### config.mk
export PLATFORM = sky130hd
export DESIGN_NAME = fp_addsub_seq
export DESIGN_NICKNAME = d
export VERILOG_FILES = /design/src/rtl/fp_addsub_seq.sv
export SDC_FILE = /design/constraint.sdc
export NUM_CORES = 1
export LEC_CHECK = 0
export BUFFER_PORTS_ARGS = -buffer_cell sky130_fd_sc_hd__buf_2
export CORE_UTILIZATION = 50
export DETAILED_ROUTE_END_ITERATION = 16
export GPL_TIMING_DRIVEN = 0
export PLACE_DENSITY_LB_ADDON = 0.25
export RECOVER_POWER = 50
export SLEW_MARGIN = 20
export SYNTH_ARGS = -nofsm -noshare
export SYNTH_HDL_FRONTEND = slang
export SYNTH_SLANG_ARGS = --single-unit
### constraint.sdc
create_clock -name clk -period 5.3 [get_ports clk]
set_input_delay 1.06 -clock clk [delete_from_list [all_inputs] [get_ports clk]]
set_output_delay 1.06 -clock clk [all_outputs]
set_load 0.02 [all_outputs]
### src/rtl/fp_addsub_seq.sv
// fp_addsub_seq: multi-cycle IEEE-754 single-precision adder/subtractor.
// Computes a + b (op=0) or a - b (op=1). Alignment and left normalization
// advance one bit per cycle; denormal inputs are flushed to zero.
//
// Ports:
//   clk        rising-edge clock
//   reset      asynchronous active-low reset
//   in_valid   a, b, op valid          in_ready   high only in IDLE
//   a, b       single-precision operands
//   op         0 = add, 1 = subtract
//   out_valid  result valid, held until out_ready
//   out_ready  consumer accepts result
//   result     single-precision result
//   busy       high in every state except IDLE
//
// Build option: define FP_ROUND_NEAREST_EN for round-to-nearest-even in PACK;
// otherwise results are truncated (round toward zero). Latency is the same.
module fp_addsub_seq #(
  parameter int MAX_ALIGN_SHIFT = 27
) (
  input  logic        clk,
  input  logic        reset,
  input  logic        in_valid,
  output logic        in_ready,
  input  logic [31:0] a,
  input  logic [31:0] b,
  input  logic        op,
  output logic        out_valid,
  input  logic        out_ready,
  output logic [31:0] result,
  output logic        busy
);
  localparam int CW = $clog2(MAX_ALIGN_SHIFT + 1);

  typedef enum logic [2:0] {S_IDLE, S_ALIGN, S_ADD, S_NORM, S_PACK, S_DONE} state_t;

  // Mantissa layout (28 bits): [27] carry, [26:3] 24-bit mantissa with
  // hidden bit at [26], [2] guard, [1] round, [0] sticky.
  state_t          state_q, state_d;
  logic [27:0]     mx_q, mx_d;     // larger-exponent operand, later the sum
  logic [27:0]     my_q, my_d;     // smaller-exponent operand, gets aligned
  logic            sx_q, sx_d;
  logic            sy_q, sy_d;
  logic            sign_q, sign_d;
  logic [9:0]      exp_q, exp_d;   // wide so overflow past 254 is visible
  logic [CW-1:0]   cnt_q, cnt_d;
  logic            spec_q, spec_d;
  logic [31:0]     spec_val_q, spec_val_d;
  logic [31:0]     result_q, result_d;
  logic            out_valid_q, out_valid_d;

  // Operand unpacking at acceptance
  logic [7:0]  ea, eb, diff;
  logic        sa, sb, a_ge;
  logic        nan_a, nan_b, inf_a, inf_b;
  logic [27:0] ma, mb;
  logic [CW-1:0] cnt_load;

  assign sa    = a[31];
  assign sb    = b[31] ^ op;
  assign ea    = a[30:23];
  assign eb    = b[30:23];
  assign nan_a = (ea == 8'hFF) && (a[22:0] != 23'd0);
  assign nan_b = (eb == 8'hFF) && (b[22:0] != 23'd0);
  assign inf_a = (ea == 8'hFF) && (a[22:0] == 23'd0);
  assign inf_b = (eb == 8'hFF) && (b[22:0] == 23'd0);
  assign ma    = (ea != 8'd0) ? {2'b01, a[22:0], 3'b000} : 28'd0;
  assign mb    = (eb != 8'd0) ? {2'b01, b[22:0], 3'b000} : 28'd0;
  assign a_ge  = (ea >= eb);
  assign diff  = a_ge ? (ea - eb) : (eb - ea);
  assign cnt_load = (int'(diff) > MAX_ALIGN_SHIFT) ? CW'(MAX_ALIGN_SHIFT) : CW'(diff);

  // Rounding and packing of the normalized sum
  logic [23:0] pk_mant;
  logic [9:0]  pk_exp;
  logic [31:0] pk_res;
`ifdef FP_ROUND_NEAREST_EN
  logic [24:0] pk_inc;
`endif

  always_comb begin
    pk_mant = mx_q[26:3];
    pk_exp  = exp_q;
`ifdef FP_ROUND_NEAREST_EN
    pk_inc  = {1'b0, mx_q[26:3]} + 25'd1;
    if (mx_q[2] && (mx_q[1] || mx_q[0] || mx_q[3])) begin
      if (pk_inc[24]) begin
        pk_mant = 24'h800000;
        pk_exp  = exp_q + 10'd1;
      end else begin
        pk_mant = pk_inc[23:0];
      end
    end
`endif
    if (spec_q)                 pk_res = spec_val_q;
    else if (pk_mant == 24'd0)  pk_res = 32'h0000_0000;
    else if (pk_exp >= 10'd255) pk_res = {sign_q, 8'hFF, 23'd0};
    else if (!pk_mant[23])      pk_res = 32'h0000_0000;  // underflow flushes
    else                        pk_res = {sign_q, pk_exp[7:0], pk_mant[22:0]};
  end

  always_comb begin
    state_d     = state_q;
    mx_d        = mx_q;
    my_d        = my_q;
    sx_d        = sx_q;
    sy_d        = sy_q;
    sign_d      = sign_q;
    exp_d       = exp_q;
    cnt_d       = cnt_q;
    spec_d      = spec_q;
    spec_val_d  = spec_val_q;
    result_d    = result_q;
    out_valid_d = out_valid_q;
    case (state_q)
      S_IDLE: begin
        if (in_valid) begin
          if (nan_a || nan_b || (inf_a && inf_b && (sa != sb))) begin
            spec_d = 1'b1; spec_val_d = 32'h7FC0_0000; state_d = S_PACK;
          end else if (inf_a) begin
            spec_d = 1'b1; spec_val_d = {sa, 8'hFF, 23'd0}; state_d = S_PACK;
          end else if (inf_b) begin
            spec_d = 1'b1; spec_val_d = {sb, 8'hFF, 23'd0}; state_d = S_PACK;
          end else if ((ea == 8'd0) && (eb == 8'd0)) begin
            spec_d = 1'b1; spec_val_d = 32'h0000_0000; state_d = S_PACK;
          end else begin
            // Keep the larger-exponent operand in mx so only my is shifted.
            spec_d  = 1'b0;
            mx_d    = a_ge ? ma : mb;
            my_d    = a_ge ? mb : ma;
            sx_d    = a_ge ? sa : sb;
            sy_d    = a_ge ? sb : sa;
            exp_d   = {2'b00, a_ge ? ea : eb};
            cnt_d   = cnt_load;
            state_d = S_ALIGN;
          end
        end
      end
      S_ALIGN: begin
        if (cnt_q != '0) begin
          my_d  = {1'b0, my_q[27:2], my_q[1] | my_q[0]};
          cnt_d = cnt_q - 1'b1;
        end else begin
          state_d = S_ADD;
        end
      end
      S_ADD: begin
        if (sx_q == sy_q) begin
          mx_d = mx_q + my_q; sign_d = sx_q;
        end else if (mx_q > my_q) begin
          mx_d = mx_q - my_q; sign_d = sx_q;
        end else if (my_q > mx_q) begin
          mx_d = my_q - mx_q; sign_d = sy_q;
        end else begin
          mx_d = 28'd0; sign_d = 1'b0;
        end
        state_d = S_NORM;
      end
      S_NORM: begin
        if (mx_q[27]) begin
          mx_d    = {1'b0, mx_q[27:2], mx_q[1] | mx_q[0]};
          exp_d   = exp_q + 10'd1;
          state_d = S_PACK;
        end else if ((mx_q == 28'd0) || mx_q[26] || (exp_q <= 10'd1)) begin
          state_d = S_PACK;
        end else begin
          mx_d  = {mx_q[26:0], 1'b0};
          exp_d = exp_q - 10'd1;
        end
      end
      S_PACK: begin
        result_d    = pk_res;
        out_valid_d = 1'b1;
        state_d     = S_DONE;
      end
      S_DONE: begin
        if (out_ready) begin
          out_valid_d = 1'b0;
          state_d     = S_IDLE;
        end
      end
      default: state_d = S_IDLE;
    endcase
  end

  always_ff @(posedge clk or negedge reset) begin
    if (!reset) begin
      state_q     <= S_IDLE;
      mx_q        <= '0;
      my_q        <= '0;
      sx_q        <= 1'b0;
      sy_q        <= 1'b0;
      sign_q      <= 1'b0;
      exp_q       <= '0;
      cnt_q       <= '0;
      spec_q      <= 1'b0;
      spec_val_q  <= '0;
      result_q    <= '0;
      out_valid_q <= 1'b0;
    end else begin
      state_q     <= state_d;
      mx_q        <= mx_d;
      my_q        <= my_d;
      sx_q        <= sx_d;
      sy_q        <= sy_d;
      sign_q      <= sign_d;
      exp_q       <= exp_d;
      cnt_q       <= cnt_d;
      spec_q      <= spec_d;
      spec_val_q  <= spec_val_d;
      result_q    <= result_d;
      out_valid_q <= out_valid_d;
    end
  end

  assign in_ready  = (state_q == S_IDLE);
  assign busy      = (state_q != S_IDLE);
  assign out_valid = out_valid_q;
  assign result    = result_q;

endmodule

# [After elaboration in Yosys (flattened, before gate mapping)]
# Index checks and enable logic that the tools add are counted.
[totals] register_bits=143 inputBits=69
[classes] addsub=8 order_cmp=6 n_eq_ne=19 muxes=69 n_bitwise=7 reduce_logical=38
[op_table] operator="two-way mux 28 bit" count=16
[op_table] operator="two-way mux 32 bit" count=8
[op_table] operator="two-way mux 27 bit" count=4
[op_table] operator="case mux 28 bit (3 select lines)" count=1
[op_table] operator="two-way mux 10 bit" count=7
[op_table] operator="greater-than comparator 28 bit" count=2
[op_table] operator="case mux 28 bit (2 select lines)" count=1
[op_table] operator="subtractor 28 bit" count=2
[op_table] operator="logical NOT 23 bit" count=2
[op_table] operator="nonzero test 23 bit" count=2
[op_table] operator="two-way mux 5 bit" count=7
[op_table] operator="adder 28 bit" count=1
[op_table] operator="logical NOT 28 bit" count=1
[op_table] operator="two-way mux 3 bit" count=9
[op_table] operator="logical NOT 24 bit" count=1
[op_table] operator="AND reduction 7 bit" count=3
[op_table] operator="case mux 10 bit (2 select lines)" count=1
[op_table] operator="case mux 3 bit (6 select lines)" count=1
[op_table] operator="== test 8 bit, second input constant" count=2
[op_table] operator="logical NOT 8 bit" count=2
[op_table] operator="two-way mux 8 bit" count=2
[op_table] operator="!= test 2 bit, second input constant" count=8
[op_table] operator="nonzero test 8 bit" count=2
[op_table] operator="subtractor 8 bit" count=2
[op_table] operator="other kinds (30)" count=60

# [Longest topological paths before layout]
# Gate-level depths: netlist of run 1.
[depth] word_depth=10 mapped_depth=16 mapped_depth_nobuf=13

# [Worst setup path after synthesis of run 1]
# No wires, ideal clock.
[synth_path] path_kind="input -> register" from="in a[23]" to="reg cnt_q[4]" arrival_ps=3666 required_time_ps=5189 slack_ps=1523 stages=13 path_buffers=0 cell_sequence="inv_1 ha_1 inv_1 fa_1 nand3_1 a311oi_2 a211oi_4 mux2_4 o311ai_1 and4b_1 nor4_2 and2_1 a222oi_1"
[synth_via] elab_chain_len=10
[synth_rtl] element="start, declared" line="25" text="input logic [31:0] a,"
[synth_rtl] element="subtractor 8 bit or >= comparator 8 bit (tied branches)" line="70, 69"
[synth_rtl] element="two-way mux 8 bit" line="70" text="assign diff = a_ge ? (ea - eb) : (eb - ea);"
[synth_rtl] element="greater-than comparator 8 x 5 -> 1 bit" line="71" text="assign cnt_load = (int'(diff) > MAX_ALIGN_SHIFT) ? CW'(MAX_ALIGN_SHIFT) : CW'(diff);"
[synth_rtl] element="two-way mux 5 bit" line="71"
[synth_rtl] element="two-way mux 5 bit" line="124" text="end else if ((ea == 8'd0) && (eb == 8'd0)) begin"
[synth_rtl] element="two-way mux 5 bit" line="122" text="end else if (inf_b) begin"
[synth_rtl] element="two-way mux 5 bit" line="120" text="end else if (inf_a) begin"
[synth_rtl] element="two-way mux 5 bit" line="118" text="if (nan_a || nan_b || (inf_a && inf_b && (sa != sb))) begin"
[synth_rtl] element="two-way mux 5 bit" line="117" text="if (in_valid) begin"
[synth_rtl] element="case mux 5 bit (2 select lines)" line="115" text="case (state_q)"
[synth_rtl] element="end signal, assigned" line="208" text="cnt_q <= cnt_d;"
[synth_rtl] element="end, declared" line="46" text="logic [CW-1:0] cnt_q, cnt_d;"
# Parallel ways exist; a longest one is shown, timed or not. The select of a mux whose other input is x is not followed.
# A chain may end at the register's enable or synchronous reset.

# [Worst setup path after layout of run 1]
[layout_path] from="reg mx_q[4]" to="reg mx_q[26]"
[layout_via] elab_chain_len=5
[layout_rtl] element="start, declared" line="40" text="logic [27:0] mx_q, mx_d;"
[layout_rtl] element="start signal, assigned" line="202" text="mx_q <= mx_d;"
[layout_rtl] element="subtractor 28 bit, or another cell as far along" line="153" text="mx_d = my_q - mx_q; sign_d = sy_q;"
[layout_rtl] element="two-way mux 28 bit or logical OR 1 bit (tied branches)" line="152, 164"
[layout_rtl] element="two-way mux 28 bit or logical OR 1 bit (tied branches)" line="150, 164"
[layout_rtl] element="two-way mux 28 bit or != test 3 bit (tied branches)"
[layout_rtl] element="case mux 28 bit (3 select lines) or AND reduction 7 bit (tied branches)"
# Parallel ways exist; a longest one is shown, timed or not.

==> results.ini, run 1 <==
[cts]
clk_latency_ps=420
cts_tree=yes
post_cts_buffers=0
cts.sink_count=113
cts-hold-fix-buffers=0
numCtsBuffers=17
cts_root_buffer=clkbuf_16
cts_resized=0
clk_path_buf_depth=2
clk_pin_slew_ps=60
htreeDepth=4

[synthesis]
synth_simple_gate_area_frac=0.192
synth.mux.area_fraction=0.0150
synthAdderAreaFrac=0.113
synth_top_cell_area_share=0.234
synth_xor_xnor_area_share=0.0254
seq_area_frac_synth=0.234
ys_async_sr_fraction=1.00
postSynthCellCount=1589
synth_compound_area_frac=0.351
ys_top_cells_by_area=dfrtp_1 (23%), ha_1 (10%), o21ai_0 (6.3%), a21oi_1 (5.7%), nor2_1 (3.8%)
synth_edf_count=0
yosysWarnings=0
yosys_register_bits=113
synth_ff_type=dfrtp_1
synth.avg_cell_area_sq_um=7.61
syn-num-nets=1764
ys_types=83
yosysTopAreaCell=dfrtp_1
syn_area_sq_um=12100
synth_top_family_by_area=compound AO/OA/AOI/OAI gates

[timing]
slew_headroom=-0.526
hold_viol_final=0
whs_ps=475
worst_slew_pin_slew_ps=2290
slew_viol_final=116
rsz0062_at_grt=no
final.setup.tns_ps=0
max_freq_mhz=227
period_needed_ps=4410
finClkSkew_ps=7.54
setup_viol=0
fin_crit_sh=0.833

[placed_design]
postPlaceCellArea_sq_um=13000
place_congestion=1.02
dp.final_hpwl_mm=38.2
port_buffers=103

[route]
ant_nets=0
initialDrtViolationCount=1692
wirelength_mm=48.7
vias=13742
via_per_inst=6.72
dr.pass1.iters=9
wire_per_inst_microns=23.8
drc_errors=0

[flow_run]
timing.max_cap.violations=2

[cells_and_area]
num_antenna_cells=0
nets=1887
final_cell_area_sq_um=13600
final_cell_mix=o21ai_0 (151), a21oi_1 (138), nor2_1 (121)
final_layout_size_suffix_gt1_frac=0.0986
synthToLayoutAreaGrowth_pct=12.7
layout.cells.most_common=o21ai_0

[floorplan]
initial_utilization=0.512
ios=104
core-area_sq_um=23600
num_rows=56
die_x_microns=157
die_y_microns=157
dieArea_sq_um=24800

[hold_path]
hold_class=register to register
whs_path_depth=2

[critical_path]
crit_required_ps=5600
end_kind=register
crit_fanout=8
worstSetupPathType=register to register
r2r_cells=11
worstPathArrival_ps=4720
startpoint_type=register

[global_route]
first_global_vias=12721
track_usage=0.395
antenna_found_initial=0
grt_overflow=0
grt_start_max_net_pins=73
grt_pass1_wl_mm=73.8

[status]
status=finished with violations
violations=capacitance limit, slew limit

[final cells by class]
cell class                 instances  area, sq um
fill                            2255         9990
sequential                       113         2830
inverter                         116          435
multi-input combinational       1259         8420
clock inverter                    15          205
clock buffer                      17          425
buffer                           101          409
tap                              319          399
timing repair buffer             104          498
[kinds of logic after synthesis]
| kind of cell | after synthesis |
|---|---|
| flops | 113 |
| xor+xnor | 35 |
| mux | 17 |
| simple gates | 470 |
| compound gates | 631 |
| fa+ha+maj | 106 |
| buf+inv | 217 |
[metal layers]
metal	part of all wire	up-vias	global-route usage	wire length, microns
li1	-	6209	-	-
met1	0.41	6571	0.528	20200
met2	0.45	826	0.624	21800
met3	0.099	136	0.0655	4810
met4	0.041	0	0.178	2000
met5	0	-	0	0
[state kept, by name, indices dropped and copies added (netlist names)]
register	cells
result	32
mx_q	28
my_q	27
exp_q	10
cnt_q	5
spec_val_q	3
state_q	3
out_valid	1
sign_q	1
spec_q	1
sx_q	1
sy_q	1
[synth_stat cells, drive strengths merged, types with 14 or more instances]
cell type  number
o21ai         159
a21oi         141
nor2          121
nand2         119
dfrtp         113
inv           113
ha            101
clkbuf         72
a31oi          42
nor3           36
and3           31
nand3          31
nor4           31
buf            29
a221oi         28
a221o          27
a22o           25
xnor2          25
o31ai          22
a211oi         20
nand4          19
o21bai         19
o221ai         18
o211ai         17
a21o           16
and2           14
[stage by stage]
step	instances	utilization	worst slack [ps]
global route	2044	0.577	566
floorplan	1589	-	1520
detailed placement	2012	0.552	790
global placement	2011	0.551	825
CTS	2044	0.579	1080
finish	2044	0.577	885
[worst max-delay path, stage by stage, from the launching register on]
cell      delay (ps)
dfrtp_1          640
inv_1             90
ha_1             450
clkinv_1         290
o221ai_1         260
a211oi_1         230
nor3_1           500
o31ai_2          190
a221o_1          370
o41ai_1          550
mux2_2           400
a211o_1          300
[worst paths after layout]
kind	slack, ps	end	from
setup / recovery	890	mx_q[26]$_DFFE_PN0P_	mx_q[4]$_DFFE_PN0P_
hold / removal	470	out_valid$_DFFE_PN0P_	out_valid$_DFFE_PN0P_
setup reg to reg	890	mx_q[26]$_DFFE_PN0P_	mx_q[4]$_DFFE_PN0P_
hold reg to reg	470	out_valid$_DFFE_PN0P_	out_valid$_DFFE_PN0P_
max in group asynchronous	1240	result[7]$_DFFE_PN0P_	reset
min in group asynchronous	1310	result[23]$_DFFE_PN0P_	reset
Power of run 1 is left out: the tool's default activity adds up to more than one toggle a clock period on the data nets, which glitch-free logic cannot reach.
==> inputs of run 2 (changes only) <==
clock period = 4.55 ns   (was 5.3 ns; I/O delays follow)
==> run 2 against run 1 <==
Compared with the run above:
- the flow still finishes with violations (capacitance limit, slew limit)
- maximum frequency decreased by 0.78%
- critical endpoint unchanged
- worst setup slack worse by 780 ps
- hold slack got worse by 0.53 ps
==> results.ini, run 2 (synthesis results as in run 1) <==
[timing]
slew_headroom=-0.621  ; was -0.526
max_freq_mhz=225  ; was 227 MHz
final.setup.tns_ps=0  ; unchanged
setup_viol=0  ; unchanged
hold_viol_final=0  ; unchanged
rsz0062_at_grt=no  ; unchanged
fin_crit_sh=0.978  ; was 0.833
worst_slew_pin_slew_ps=2430  ; was 2290 ps
period_needed_ps=4450  ; was 4410 ps
slew_viol_final=42  ; was 116
finClkSkew_ps=9.23  ; was 7.54 ps
worst_slack_ps=101  ; was 885 ps

[global_route]
grt_overflow=0  ; unchanged
grt_pass1_wl_mm=73.8  ; unchanged
track_usage=0.395  ; unchanged
grt_start_max_net_pins=73  ; unchanged
antenna_found_initial=0  ; unchanged
first_global_vias=12721  ; unchanged

[critical_path]
slowest_delay_ps=650  ; was 640 ps
critPathSlowestCell=dfrtp_1  ; unchanged
cp_num_buf_inv=2  ; unchanged
r2r_cells=11  ; unchanged
cp-startpoint=mx_q[4]$_DFFE_PN0P_  ; unchanged
crit_required_ps=4850  ; was 5600 ps
crit_family=compound AO/OA/AOI/OAI gates  ; unchanged
crit_fanout=8  ; unchanged
r2r-start=mx_q[4]$_DFFE_PN0P_  ; unchanged
r2r_slack_ps=100  ; was 890 ps
path_depth=11  ; unchanged
path_cells=inv_1 -> ha_1 -> clkinv_1 -> o221ai_1 -> a211oi_1 -> nor3_1 -> o31ai_2 -> a221o_1 -> o41ai_1 -> mux2_2 -> a211o_1  ; unchanged
end_kind=register  ; unchanged
startpoint_type=register  ; unchanged
worstSetupPathType=register to register  ; unchanged
crit_path_end=mx_q[26]$_DFFE_PN0P_  ; unchanged
r2r_end=mx_q[26]$_DFFE_PN0P_  ; unchanged
worstPathArrival_ps=4750  ; was 4720 ps

[cells_and_area]
fillers=2252  ; was 2,255
num_antenna_cells=0  ; unchanged
multi_input_area_sq_um=8420  ; unchanged
nets=1887  ; unchanged
final_cell_area_sq_um=13600  ; about the same
instances_no_fill=2044  ; unchanged
largest_reg_flops=32  ; unchanged
synthToLayoutAreaGrowth_pct=12.9  ; was 12.7%
final_layout_size_suffix_gt1_frac=0.0986  ; unchanged
regArea_sq_um=2830  ; unchanged
final_cell_mix=o21ai_0 (151), a21oi_1 (138), nor2_1 (121)  ; unchanged
layout.cells.most_common=o21ai_0  ; unchanged

[cts]
post_cts_buffers=0  ; unchanged
cts-hold-fix-buffers=0  ; unchanged
htreeDepth=4  ; unchanged
clk_pin_slew_ps=60  ; about the same
cts.sink_count=113  ; unchanged
cts_root_buffer=clkbuf_16  ; unchanged
clk_path_buf_depth=2  ; unchanged
cts_resized=0  ; unchanged
numCtsBuffers=17  ; unchanged
clk_latency_ps=430  ; was 420 ps
cts_tree=yes  ; unchanged

[route]
via_per_inst=6.70  ; was 6.72
vias=13699  ; was 13,742
initialDrtViolationCount=1545  ; was 1,692
wire_per_inst_microns=23.8  ; about the same
dr.pass1.iters=7  ; was 9
wirelength_mm=48.7  ; about the same
drc_errors=0  ; unchanged
ant_nets=0  ; unchanged

[status]
status=finished with violations  ; unchanged
violations=capacitance limit, slew limit  ; unchanged

[placed_design]
place_congestion=1.02  ; unchanged
postPlaceCellArea_sq_um=13000  ; unchanged
dp.cells=2012  ; unchanged
dp.final_hpwl_mm=38.2  ; unchanged
port_buffers=103  ; unchanged
post-place-ws_ps=190  ; was 790 ps

[hold_path]
hold_class=register to register  ; unchanged

[floorplan]
ios=104  ; unchanged
die_y_microns=157  ; unchanged
die_x_microns=157  ; unchanged
dieArea_sq_um=24800  ; unchanged
num_rows=56  ; unchanged
initial_utilization=0.512  ; unchanged
core-area_sq_um=23600  ; unchanged

[flow_run]
timing.max_cap.violations=1  ; was 2

run 2: cell types whose count changed in the layout (fill, tap and decap cells not counted), sizes merged:
| cell | change |
|---|---|
| buf | +1 |
| clkbuf | -1 |
run 2: tightest hold or removal path: stages (launching register included):
cell and delay (ps):
dfrtp_1 340, nand2_1 50, nand2_1 60
run 2: worst min-delay path by stage:
stage	start	to	cells past startpoint
after floorplan	spec_val_q[31]$_DFFE_PN0P_	spec_val_q[31]$_DFFE_PN0P_	2
final	out_valid$_DFFE_PN0P_	out_valid$_DFFE_PN0P_	2
after detailed placement	out_valid$_DFFE_PN0P_	out_valid$_DFFE_PN0P_	2
after global placement	out_valid$_DFFE_PN0P_	out_valid$_DFFE_PN0P_	2
after CTS	reset	result[23]$_DFFE_PN0P_	1
after global routing	result[10]$_DFFE_PN0P_	result[10]$_DFFE_PN0P_	1
run 2: per-stage QoR:
| stage | utilization | hold slack, ps |
|---|---|---|
| CTS | 0.579 | 401 |
| floorplan | - | 444 |
| finish | 0.578 | 474 |
| global route | 0.578 | 517 |
| detailed placement | 0.552 | 468 |
| global placement | 0.551 | 461 |
run 2: area by class of cell:
class                   count  area share
inverters                 116      0.0319
multi-input cells        1259       0.617
clock inverters            15      0.0150
repair buffers            104      0.0381
flip-flops and latches    113       0.207
clock buffers              17      0.0312
well taps                 319      0.0292
plain buffers             101      0.0300
run 2: metal layers:
layer / wire, microns / track usage / up-vias
li1: - / - / 6202
met1: 20200 / 0.528 / 6522
met2: 21600 / 0.624 / 844
met3: 4800 / 0.0655 / 131
met4: 2110 / 0.178 / 0
met5: 0 / 0 / -
Power of run 2 is left out for the same reason.
